## src/rtl/tick_bcd_counter.sv

```systemverilog
// N-digit BCD event counter driven by a fixed or LFSR-randomised tick prescaler,
// with up/down counting, pause/clear and a time-multiplexed 7-segment scan.
module tick_bcd_counter #(
  parameter int                    DIGITS     = 4,
  parameter int                    DIV_WIDTH  = 16,
  parameter int                    MAX_COUNT  = 10000,
  parameter int                    LFSR_WIDTH = 8,
  parameter logic [LFSR_WIDTH-1:0] LFSR_TAPS  = 8'hB8,
  parameter int                    RAND_BASE  = 8192,
  parameter int                    RAND_SHIFT = 5,
  parameter int                    SCAN_DIV   = 16
) (
  input  logic                    clk,
  input  logic                    rst_n,
  input  logic                    ena,
  input  logic                    mode_rand,
  input  logic                    count_down,
  input  logic                    pause,
  input  logic                    clear,
  output logic                    tick,
  output logic                    carry,
  output logic [4*DIGITS-1:0]     bcd,
  output logic [DIGITS-1:0]       dig_sel,
  output logic [6:0]              seg,
  output logic [LFSR_WIDTH-1:0]   lfsr
);

  localparam int BCD_W  = 4 * DIGITS;
  localparam int SCAN_W = (SCAN_DIV > 1) ? $clog2(SCAN_DIV) : 1;
  localparam int IDX_W  = (DIGITS > 1) ? $clog2(DIGITS) : 1;

  logic [DIV_WIDTH-1:0]  cnt;
  logic [DIV_WIDTH-1:0]  cmp;
  logic                  step;
  logic [BCD_W:0]        bcd_next;
  logic [LFSR_WIDTH-1:0] lfsr_next;
  logic [SCAN_W-1:0]     scan_cnt;
  logic [IDX_W-1:0]      dig_idx;
  logic [3:0]            sel_digit;

  // Ripple one BCD step across all digits; MSB of the result is the wrap flag.
  function automatic logic [BCD_W:0] bcd_step(input logic [BCD_W-1:0] v,
                                                input logic             down);
    logic [BCD_W-1:0] r;
    logic             c;
    logic [3:0]       d;
    r = v;
    c = 1'b1;
    for (int k = 0; k < DIGITS; k++) begin
      d = v[4*k +: 4];
      if (c) begin
        if (down) begin
          if (d == 4'd0) d = 4'd9;
          else begin
            d = d - 4'd1;
            c = 1'b0;
          end
        end else begin
          if (d == 4'd9) d = 4'd0;
          else begin
            d = d + 4'd1;
            c = 1'b0;
          end
        end
      end
      r[4*k +: 4] = d;
    end
    return {c, r};
  endfunction

  function automatic logic [LFSR_WIDTH-1:0] lfsr_step(input logic [LFSR_WIDTH-1:0] v);
    return v[0] ? ((v >> 1) ^ LFSR_TAPS) : (v >> 1);
  endfunction

  function automatic logic [6:0] seg_decode(input logic [3:0] d);
    case (d)
      4'd0:    return 7'h3F;
      4'd1:    return 7'h06;
      4'd2:    return 7'h5B;
      4'd3:    return 7'h4F;
      4'd4:    return 7'h66;
      4'd5:    return 7'h6D;
      4'd6:    return 7'h7D;
      4'd7:    return 7'h07;
      4'd8:    return 7'h7F;
      4'd9:    return 7'h6F;
      default: return 7'h00;
    endcase
  endfunction

  always_comb begin
    cmp = mode_rand ? (DIV_WIDTH'(RAND_BASE) + (DIV_WIDTH'(lfsr) << RAND_SHIFT))
                    : DIV_WIDTH'(MAX_COUNT);
    step      = (cnt >= cmp);
    bcd_next  = bcd_step(bcd, count_down);
    lfsr_next = lfsr_step(lfsr);
  end

  always_ff @(posedge clk or negedge rst_n) begin
    if (!rst_n) begin
      cnt      <= '0;
      bcd      <= '0;
      tick     <= 1'b0;
      carry    <= 1'b0;
      lfsr     <= LFSR_WIDTH'(1);
      scan_cnt <= '0;
      dig_idx  <= '0;
    end else if (ena) begin
      if (scan_cnt == SCAN_W'(SCAN_DIV - 1)) begin
        scan_cnt <= '0;
        dig_idx  <= (dig_idx == IDX_W'(DIGITS - 1)) ? '0 : dig_idx + 1'b1;
      end else begin
        scan_cnt <= scan_cnt + 1'b1;
      end
      tick  <= 1'b0;
      carry <= 1'b0;
      // clear outranks pause, which outranks a pending step
      if (clear) begin
        cnt <= '0;
        bcd <= '0;
      end else if (!pause) begin
        if (step) begin
          cnt   <= '0;
          tick  <= 1'b1;
          lfsr  <= lfsr_next;
          bcd   <= bcd_next[BCD_W-1:0];
          carry <= bcd_next[BCD_W];
        end else begin
          cnt <= cnt + 1'b1;
        end
      end
    end else begin
      tick  <= 1'b0;
      carry <= 1'b0;
    end
  end

  always_comb begin
    sel_digit = '0;
    for (int i = 0; i < DIGITS; i++) begin
      if (dig_idx == IDX_W'(i)) sel_digit = bcd[4*i +: 4];
    end
    dig_sel = DIGITS'(1) << dig_idx;
    seg     = seg_decode(sel_digit);
  end

endmodule

```

## config.mk

```make
export PLATFORM = sky130hd
export DESIGN_NAME = tick_bcd_counter
export DESIGN_NICKNAME = d
export VERILOG_FILES = /design/src/rtl/tick_bcd_counter.sv
export SDC_FILE = /design/constraint.sdc
export NUM_CORES = 1
export LEC_CHECK = 0
export BUFFER_PORTS_ARGS = -buffer_cell sky130_fd_sc_hd__buf_2
export CAP_MARGIN = 20
export CORE_AREA = 2 2 90 92
export DETAILED_ROUTE_END_ITERATION = 8
export DIE_AREA = 0 0 92 94
export GPL_TIMING_DRIVEN = 0
export PLACE_DENSITY = 0.69
export SETUP_SLACK_MARGIN = 0.05
export SKIP_CTS_REPAIR_TIMING = 1
export SLEW_MARGIN = 20
export SYNTH_ARGS = -nofsm -noshare
export SYNTH_HDL_FRONTEND = slang
export SYNTH_SLANG_ARGS = --single-unit
```

## constraint.sdc

```tcl
create_clock -name clk -period 3.5 [get_ports clk]
set_clock_uncertainty 0.1 [all_clocks]
set_input_delay 0.35 -clock clk [delete_from_list [all_inputs] [get_ports clk]]
set_output_delay 0.35 -clock clk [all_outputs]
set_load 0.01 [all_outputs]
```

==> results of run 1 <==
-- routing by layer --
| metal | vias up | track usage | routed length (um) |
|---|---|---|---|
| li1 | 1624 | - | - |
| met1 | 1595 | 0.276 | 4050 |
| met2 | 76 | 0.353 | 4180 |
| met3 | 2 | 0.0321 | 295 |
| met4 | 0 | 0.0473 | 20 |
| met5 | - | 0 | 0 |
-- sequential cells by signal (all words and copies together) (netlist names) --
| register | flops |
|---|---|
| bcd | 16 |
| cnt | 16 |
| lfsr | 8 |
| scan_cnt | 4 |
| dig_idx | 2 |
| carry | 1 |
| tick | 1 |
-- worst paths after layout --
path,from,end,slack (ns),depth (start not counted)
max,lfsr[0],bcd[12],0.46,9
min,pause,cnt[0],0.33,3
max reg2reg,lfsr[0],bcd[12],0.46,9
min reg2reg,scan_cnt[3],scan_cnt[3],0.43,1
max in group asynchronous,rst_n,carry,2.37,2
min in group asynchronous,rst_n,bcd[1],0.47,2
-- synthesized netlist by cell type (5+ instances only) --
library cell and instances:
nand4_1 9, ha_1 29, xnor2_1 15, nor2_4 10, nand2_1 37, nand2b_1 8
nand3b_1 5, nor3b_1 5, a21oi_1 17, o21ai_0 18, o22ai_1 17, nand3_1 6
clkbuf_1 22, dfrtp_1 47, buf_4 5, nor2b_1 7, o2111ai_1 5, nor4_1 5
nor3_1 12, inv_1 25, mux2_2 7, nor2_1 24, o2bb2ai_1 5
-- cell families (layout without fill, tap and decap cells) --
family / count (synthesis) / in the layout
and+or+nand+nor: 143 / 143
AOI/OAI and AO/OA: 107 / 107
buffers and inverters: 60 / 110
DFF: 48 / 48
adders and majority gates: 29 / 29
xor gates and xnor gates: 18 / 18
muxes: 16 / 16
-- cell type report --
class,instances,area (sq um),share of cell area
multi-input combinational,313,2300,0.540
sequential,48,1200,0.282
timing repair buffer,42,218,0.0511
buffer,33,170,0.0400
tap,102,128,0.0300
inverter,27,104,0.0244
clock buffer,5,68.8,0.0162
clock inverter,3,68.8,0.0162
-- power by group --
| group | internal [mW] | switching [mW] |
|---|---|---|
| clock | 0.288 | 0.207 |
| sequential | 0.588 | 0.0383 |
| combinational | 0.172 | 0.234 |
| total | 1.05 | 0.480 |
-- critical path, cell delays in order, from the launching register on --
cell and delay (ns):
dfstp_2 0.54, clkbuf_1 0.29, nand2_1 0.13, ha_1 0.30, and4_1 0.19, nand4_1 0.12, a31oi_1 0.38, clkbuf_1 0.39
o2111ai_1 0.29, o2bb2ai_1 0.23
==> flow_metrics.env, run 1 <==
export IMPL_status="finished clean"
export IMPL_cap_violations=0
export IMPL_finalSetupViolCount=0
export IMPL_cts_root_buf="clkbuf_8"
export IMPL_grt_start_max_net_pins=49
export IMPL_post_route_util=0.560
export IMPL_routed_via_density=5.75
export IMPL_grt_overflow_total=0
export IMPL_rsz0062_at_grt="no"
export IMPL_numPortBuffers=41
export IMPL_total_power_mw=1.53
export IMPL_synthSimpleGateAreaFrac=0.213
export IMPL_final_setup_tns_ns=0
export IMPL_worstPathArrival_ns=3.17
export IMPL_timing_fmax_ghz=0.329
export IMPL_wl_per_cell_um=14.9
export IMPL_cts_tree="yes"
export IMPL_startpoint_type="flip-flop"
export IMPL_core_area_sq_um=7610
export IMPL_drive_gt1_frac=0.200
export IMPL_worstSkewPairLatency_ns=0.31
export IMPL_syn_area_sq_um=3770
export IMPL_endpoint_kind="flip-flop"
export IMPL_ys_ff_latch=48
export IMPL_antenna_found_initial=0
export IMPL_seq_area_frac_synth=0.319
export IMPL_htreeDepth=2
export IMPL_synthAdderAreaFrac=0.0963
export IMPL_drv_slew=0
export IMPL_synthArstFlopShare=1.00
export IMPL_final_cell_mix="dfrtp_1 (47), buf_2 (43), nand2_1 (37)"
export IMPL_ys_types=68
export IMPL_required_ns=3.63
export IMPL_post_route_drc_count=0
export IMPL_num_rows=32
export IMPL_dpl_cell_count=564
export IMPL_tightestPinTransition_ns=0.756
export IMPL_die_y_um=94
export IMPL_cts_made_buffers=5
export IMPL_pre_cts_slack_ns=0.476
export IMPL_grt_pass1_wl_mm=14.5
export IMPL_synth_compound_area_frac=0.204
export IMPL_muxShareOfSynthArea=0.0535
export IMPL_die_area_sq_um=8650
export IMPL_io_pin_count=44
export IMPL_n_fill_cell=694
export IMPL_clock_sinks=48
export IMPL_nets=506
export IMPL_setup_ws_ns=0.459
export IMPL_synth_top_family_by_area="simple AND/OR/NAND/NOR gates"
export IMPL_first_global_vias=3114
export IMPL_hold_class="in -> reg"
export IMPL_synth_cells=421
export IMPL_synth_edf_count=0
export IMPL_timing_final_crit_share=0.869
export IMPL_grt_usage=0.206
export IMPL_cp_max_fo=10
export IMPL_layoutNonFillerInstCount=573
export IMPL_clockBufferDepth=2
export IMPL_ys_flop_type="dfrtp_1"
export IMPL_ir_worst_vdd_v=0.000218
export IMPL_placed_area_sq_um=4100
export IMPL_synth_top_area_cell="dfrtp_1"
export IMPL_postSynthAreaPerCell_sq_um=8.95
export IMPL_leakage_nw=1.92
export IMPL_yosys_area_share_xor_xnor=0.0418
export IMPL_max_slew_margin=0.490
export IMPL_drt_wl_total_mm=8.55
export IMPL_final_common_cell="dfrtp_1"
export IMPL_dr_first_iter_drc_count=225
export IMPL_firstDrtPassIters=5
export IMPL_yosys_warnings=0
export IMPL_antenna_left=0
export IMPL_die_x_um=92
export IMPL_design_area_sq_um=4260
export IMPL_powerDensity_nw_per_um2=359
export IMPL_synth_top_area_frac=0.312
export IMPL_antenna_cells=0
export IMPL_gp_congestion=0.825
export IMPL_path_clk_slew_ns=0.11
export IMPL_finalHoldViolations=0
export IMPL_synth_fp_nets=457
export IMPL_whs_ns=0.325
export IMPL_ys_top_cells_by_area="dfrtp_1 (31%), ha_1 (9.6%), nand2_1 (3.7%)"
export IMPL_area_growth_pct=12.9
export IMPL_vias=3297
export IMPL_final_min_clock_period_ns=3.04
export IMPL_crit_type="reg -> reg"
export IMPL_dp_hpwl_mm=6.27
export IMPL_start_util=0.495
No activity file was read; power rests on OpenSTA's default activity.
==> run 2, diff against run 1 <==
Clock period 3.5 ns to 2.85 ns, I/O delays scaled along.
==> run 2 against run 1 <==
Effect of this change: non-clock buffer count up 6; worst hold slack worse by 0.065 ns; largest cell class unchanged; first-iteration DRC count down 20%; clock power up 23%.
==> flow_metrics.env, run 2 (synthesis results as in run 1) <==
export IMPL_worstPathArrival_ns=2.33
export IMPL_setup_ws_ns=0.131
export IMPL_dp_hpwl_mm=6.27
export IMPL_antenna_cells=0
export IMPL_path_clk_slew_ns=0.09
export IMPL_status="finished clean"
export IMPL_cts_made_buffers=5
export IMPL_final_min_clock_period_ns=2.72
export IMPL_max_slew_margin=0.495
export IMPL_drv_slew=0
export IMPL_io_pin_count=44
export IMPL_grt_pass1_wl_mm=14.5
export IMPL_drive_gt1_frac=0.243
export IMPL_worstSkewPairLatency_ns=0.31
export IMPL_timing_final_crit_share=0.954
export IMPL_numPortBuffers=41
export IMPL_switching_share=0.315
export IMPL_timing_fmax_ghz=0.368
export IMPL_power_frac_comb=0.303
export IMPL_required_ns=2.47
export IMPL_final_cell_mix="dfrtp_1 (46), buf_2 (43), nand2_1 (37)"
export IMPL_ir_worst_vdd_v=0.000269
export IMPL_cap_violations=0
export IMPL_vias=3317
export IMPL_layout_area_seq_sq_um=1200
export IMPL_dpl_cell_count=564
export IMPL_antenna_left=0
export IMPL_n_fill_cell=680
export IMPL_clockBufferDepth=2
export IMPL_cp_max_fo=8
export IMPL_whs_ns=0.260
export IMPL_slowest_delay_ns=0.41
export IMPL_cp_slowest_cell="dfrtp_2"
export IMPL_die_y_um=94
export IMPL_tightestPinTransition_ns=0.751
export IMPL_startpoint_type="flip-flop"
export IMPL_total_power_mw=1.98
export IMPL_multi_input_area_sq_um=2350
export IMPL_core_area_sq_um=7610
export IMPL_post_route_drc_count=0
export IMPL_htreeDepth=2
export IMPL_pre_cts_slack_ns=-0.174
export IMPL_grt_start_max_net_pins=49
export IMPL_firstDrtPassIters=5
export IMPL_power_frac_seq=0.389
export IMPL_clock_sinks=48
export IMPL_grt_usage=0.206
export IMPL_area_growth_pct=16.1
export IMPL_cts_root_buf="clkbuf_8"
export IMPL_final_common_cell="dfrtp_1"
export IMPL_nets=512
export IMPL_wl_per_cell_um=15.1
export IMPL_layoutNonFillerInstCount=579
export IMPL_num_rows=32
export IMPL_finalSetupViolCount=0
export IMPL_internal_power_mw=1.36
export IMPL_top_regs="bcd (16), cnt (16), lfsr (8)"
export IMPL_rsz0062_at_grt="yes"
export IMPL_crit_type="reg -> out"
export IMPL_hold_class="in -> reg"
export IMPL_powerDensity_nw_per_um2=453
export IMPL_post_route_util=0.575
export IMPL_antenna_found_initial=0
export IMPL_drt_wl_total_mm=8.72
export IMPL_leakage_nw=1.95
export IMPL_start_util=0.495
export IMPL_die_x_um=92
export IMPL_finalHoldViolations=0
export IMPL_die_area_sq_um=8650
export IMPL_p_sw_mw=0.625
export IMPL_grt_overflow_total=0
export IMPL_first_global_vias=3114
export IMPL_endpoint_kind="output port"
export IMPL_dr_first_iter_drc_count=181
export IMPL_p_clk_frac=0.308
export IMPL_path_cells="inv_2, ha_1, buf_6, a221o_1, a22oi_2, inv_2, ha_1, o22ai_1, buf_2"
export IMPL_gp_congestion=0.825
export IMPL_cts_tree="yes"
export IMPL_routed_via_density=5.73
## run 2: final timing paths
| check | end | startpoint | depth (start not counted) | slack, ns |
|---|---|---|---|---|
| setup / recovery | seg[5] | dig_idx[0] | 9 | 0.13 |
| hold / removal | cnt[0] | pause | 3 | 0.26 |
| setup reg to reg | bcd[12] | lfsr[0] | 8 | 0.23 |
| hold reg to reg | scan_cnt[3] | scan_cnt[3] | 1 | 0.43 |
| max in group asynchronous | dig_idx[0] | rst_n | 2 | 1.78 |
| min in group asynchronous | bcd[1] | rst_n | 2 | 0.41 |
## run 2: layout make-up
type / count / area share
clock inverter: 3 / 0.0157
buffer: 32 / 0.0403
tap: 102 / 0.0292
clock buffer: 5 / 0.0157
multi-input combinational: 313 / 0.538
timing repair buffer: 49 / 0.0618
inverter: 27 / 0.0237
sequential: 48 / 0.275
## run 2: critical path: cells and delay by family (launching register included)
family,cells,cell delay [ns]
compound gates,3,0.72
buf+inv,4,0.47
flops,1,0.41
fa+ha+maj,2,0.43
## run 2: power groups by stage
stage          combinational [mW]  sequential (mW)  clock, mW
6_report                    0.600            0.771      0.610
2_1_floorplan               0.358            0.772          0
3_3_place_gp                0.482            0.779          0
3_5_place_dp                0.498            0.783          0
4_1_cts                     0.500            0.769      0.625
5_1_grt                     0.675            0.780      0.646
## run 2: per-layer routing
| layer | global-route usage | routed length (um) |
|---|---|---|
| met5 | 0 | 0 |
| met2 | 0.353 | 4280 |
| met1 | 0.276 | 3950 |
| met4 | 0.0473 | 56 |
| met3 | 0.0321 | 430 |
## run 2: metrics by stage
step	TNS, ns	instance area [sq um]
floorplan	0	3770
global placement	-0.554	4100
detailed placement	-1.37	4100
CTS	-3.92	4240
global route	0	4370
finish	0	4370
==> run 3, diff against run 2 <==
Clock period 2.85 ns to 3.1 ns, I/O delays scaled along.
==> run 3 against run 2 <==
Effect of this change: clock power fell by 8.5%; critical path depth is the same; worst hold slack better by 0.026 ns; largest cell class unchanged.
==> flow_metrics.env, run 3 (synthesis results as in run 1) <==
export IMPL_cap_violations=0
export IMPL_clock_sinks=48
export IMPL_hold_depth=3
export IMPL_wl_per_cell_um=14.9
export IMPL_start_util=0.495
export IMPL_drt_wl_total_mm=8.59
export IMPL_grt_usage=0.206
export IMPL_antenna_cells=0
export IMPL_die_y_um=94
export IMPL_routed_via_density=5.68
export IMPL_cts_root_buf="clkbuf_8"
export IMPL_first_global_vias=3114
export IMPL_path_clk_slew_ns=0.09
export IMPL_die_area_sq_um=8650
export IMPL_tightestPinTransition_ns=0.747
export IMPL_cts_made_buffers=5
export IMPL_final_min_clock_period_ns=2.91
export IMPL_post_route_drc_count=0
export IMPL_crit_type="reg -> out"
export IMPL_timing_fmax_ghz=0.344
export IMPL_worstPathArrival_ns=2.50
export IMPL_min_from="pause"
export IMPL_final_setup_tns_ns=0
export IMPL_timing_final_crit_share=0.937
export IMPL_htreeDepth=2
export IMPL_area_growth_pct=14.2
export IMPL_dp_hpwl_mm=6.27
export IMPL_grt_overflow_total=0
export IMPL_final_cell_mix="dfrtp_1 (47), buf_2 (43), nand2_1 (37)"
export IMPL_vias=3275
export IMPL_cp_max_fo=6
export IMPL_powerDensity_nw_per_um2=409
export IMPL_leakage_nw=1.94
export IMPL_final_common_cell="dfrtp_1"
export IMPL_grt_pass1_wl_mm=14.5
export IMPL_whs_endpoint="cnt[0]"
export IMPL_r2r_start="bcd[1]"
export IMPL_antenna_left=0
export IMPL_cts_tree="yes"
export IMPL_dr_first_iter_drc_count=197
export IMPL_clockBufferDepth=2
export IMPL_startpoint_type="flip-flop"
export IMPL_grt_start_max_net_pins=49
export IMPL_die_x_um=92
export IMPL_status="finished clean"
export IMPL_ir_worst_vdd_v=0.000246
export IMPL_rsz0062_at_grt="no"
export IMPL_top_regs="bcd (16), cnt (16), lfsr (8)"
export IMPL_nets=510
export IMPL_required_ns=2.69
export IMPL_whs_ns=0.286
export IMPL_antenna_found_initial=0
export IMPL_core_area_sq_um=7610
export IMPL_drive_gt1_frac=0.219
export IMPL_r2r_worst_path_cells=6
export IMPL_hold_class="in -> reg"
export IMPL_drv_slew=0
export IMPL_worstSkewPairLatency_ns=0.31
export IMPL_regToRegEndpoint="bcd[12]"
export IMPL_firstDrtPassIters=4
export IMPL_finalHoldViolations=0
export IMPL_endpoint_kind="output port"
export IMPL_numPortBuffers=41
export IMPL_finalSetupViolCount=0
export IMPL_gp_congestion=0.825
export IMPL_r2r_slack_ns=0.49
export IMPL_io_pin_count=44
export IMPL_placed_area_sq_um=4100
export IMPL_num_rows=32
export IMPL_max_slew_margin=0.497
export IMPL_design_area_sq_um=4310
[run 3: metal layers]
metal / global-route usage / part of all wire
met5: 0 / 0
met4: 0.0473 / 0.0055
met3: 0.0321 / 0.041
met2: 0.353 / 0.49
met1: 0.276 / 0.46
[run 3: worst max-delay path by stage]
stage          depth (start not counted)  slack, ns      end  startpoint
2_1_floorplan                          8       0.49   seg[5]  dig_idx[0]
3_3_place_gp                           9       0.17  bcd[12]     lfsr[0]
3_5_place_dp                           9       0.08  bcd[12]     lfsr[0]
4_1_cts                                9      -0.12   seg[5]  dig_idx[0]
5_1_grt                                9       0.05   seg[5]  dig_idx[0]
6_report                               9       0.19   seg[5]  dig_idx[0]
[run 3: critical path, cell delays in order (launching register included)]
cell,delay [ns]
dfrtp_1,0.41
inv_1,0.09
ha_1,0.24
nor2b_1,0.16
a221o_1,0.33
a22oi_2,0.28
inv_1,0.17
ha_1,0.22
o22ai_1,0.15
buf_2,0.15
[run 3: report_power, final]
part	internal, mW	switching [mW]	total [mW]
sequential	0.664	0.0423	0.706
clock	0.325	0.233	0.558
combinational	0.221	0.274	0.495
total	1.21	0.549	1.76
[run 3: metrics by stage]
step | utilization | power (mW) | std cells | worst slack [ns]
6_report | 0.566 | 1.76 | 577 | 0.195
5_1_grt | 0.566 | 1.87 | 577 | 0.0485
4_1_cts | 0.557 | 1.74 | 572 | -0.121
3_5_place_dp | 0.539 | 1.18 | 564 | 0.0762
3_3_place_gp | 0.539 | 1.16 | 564 | 0.166
2_1_floorplan | - | 1.04 | 421 | 0.492
[run 3: final cells by class]
cell class	count	area, sq um
Tap cell	102	128
Clock buffer	5	68.8
Inverter	27	104
Timing Repair Buffer	47	255
Buffer	32	169
Multi-Input combinational cell	313	2310
Sequential cell	48	1200
Clock inverter	3	68.8
Fill cell	688	3300
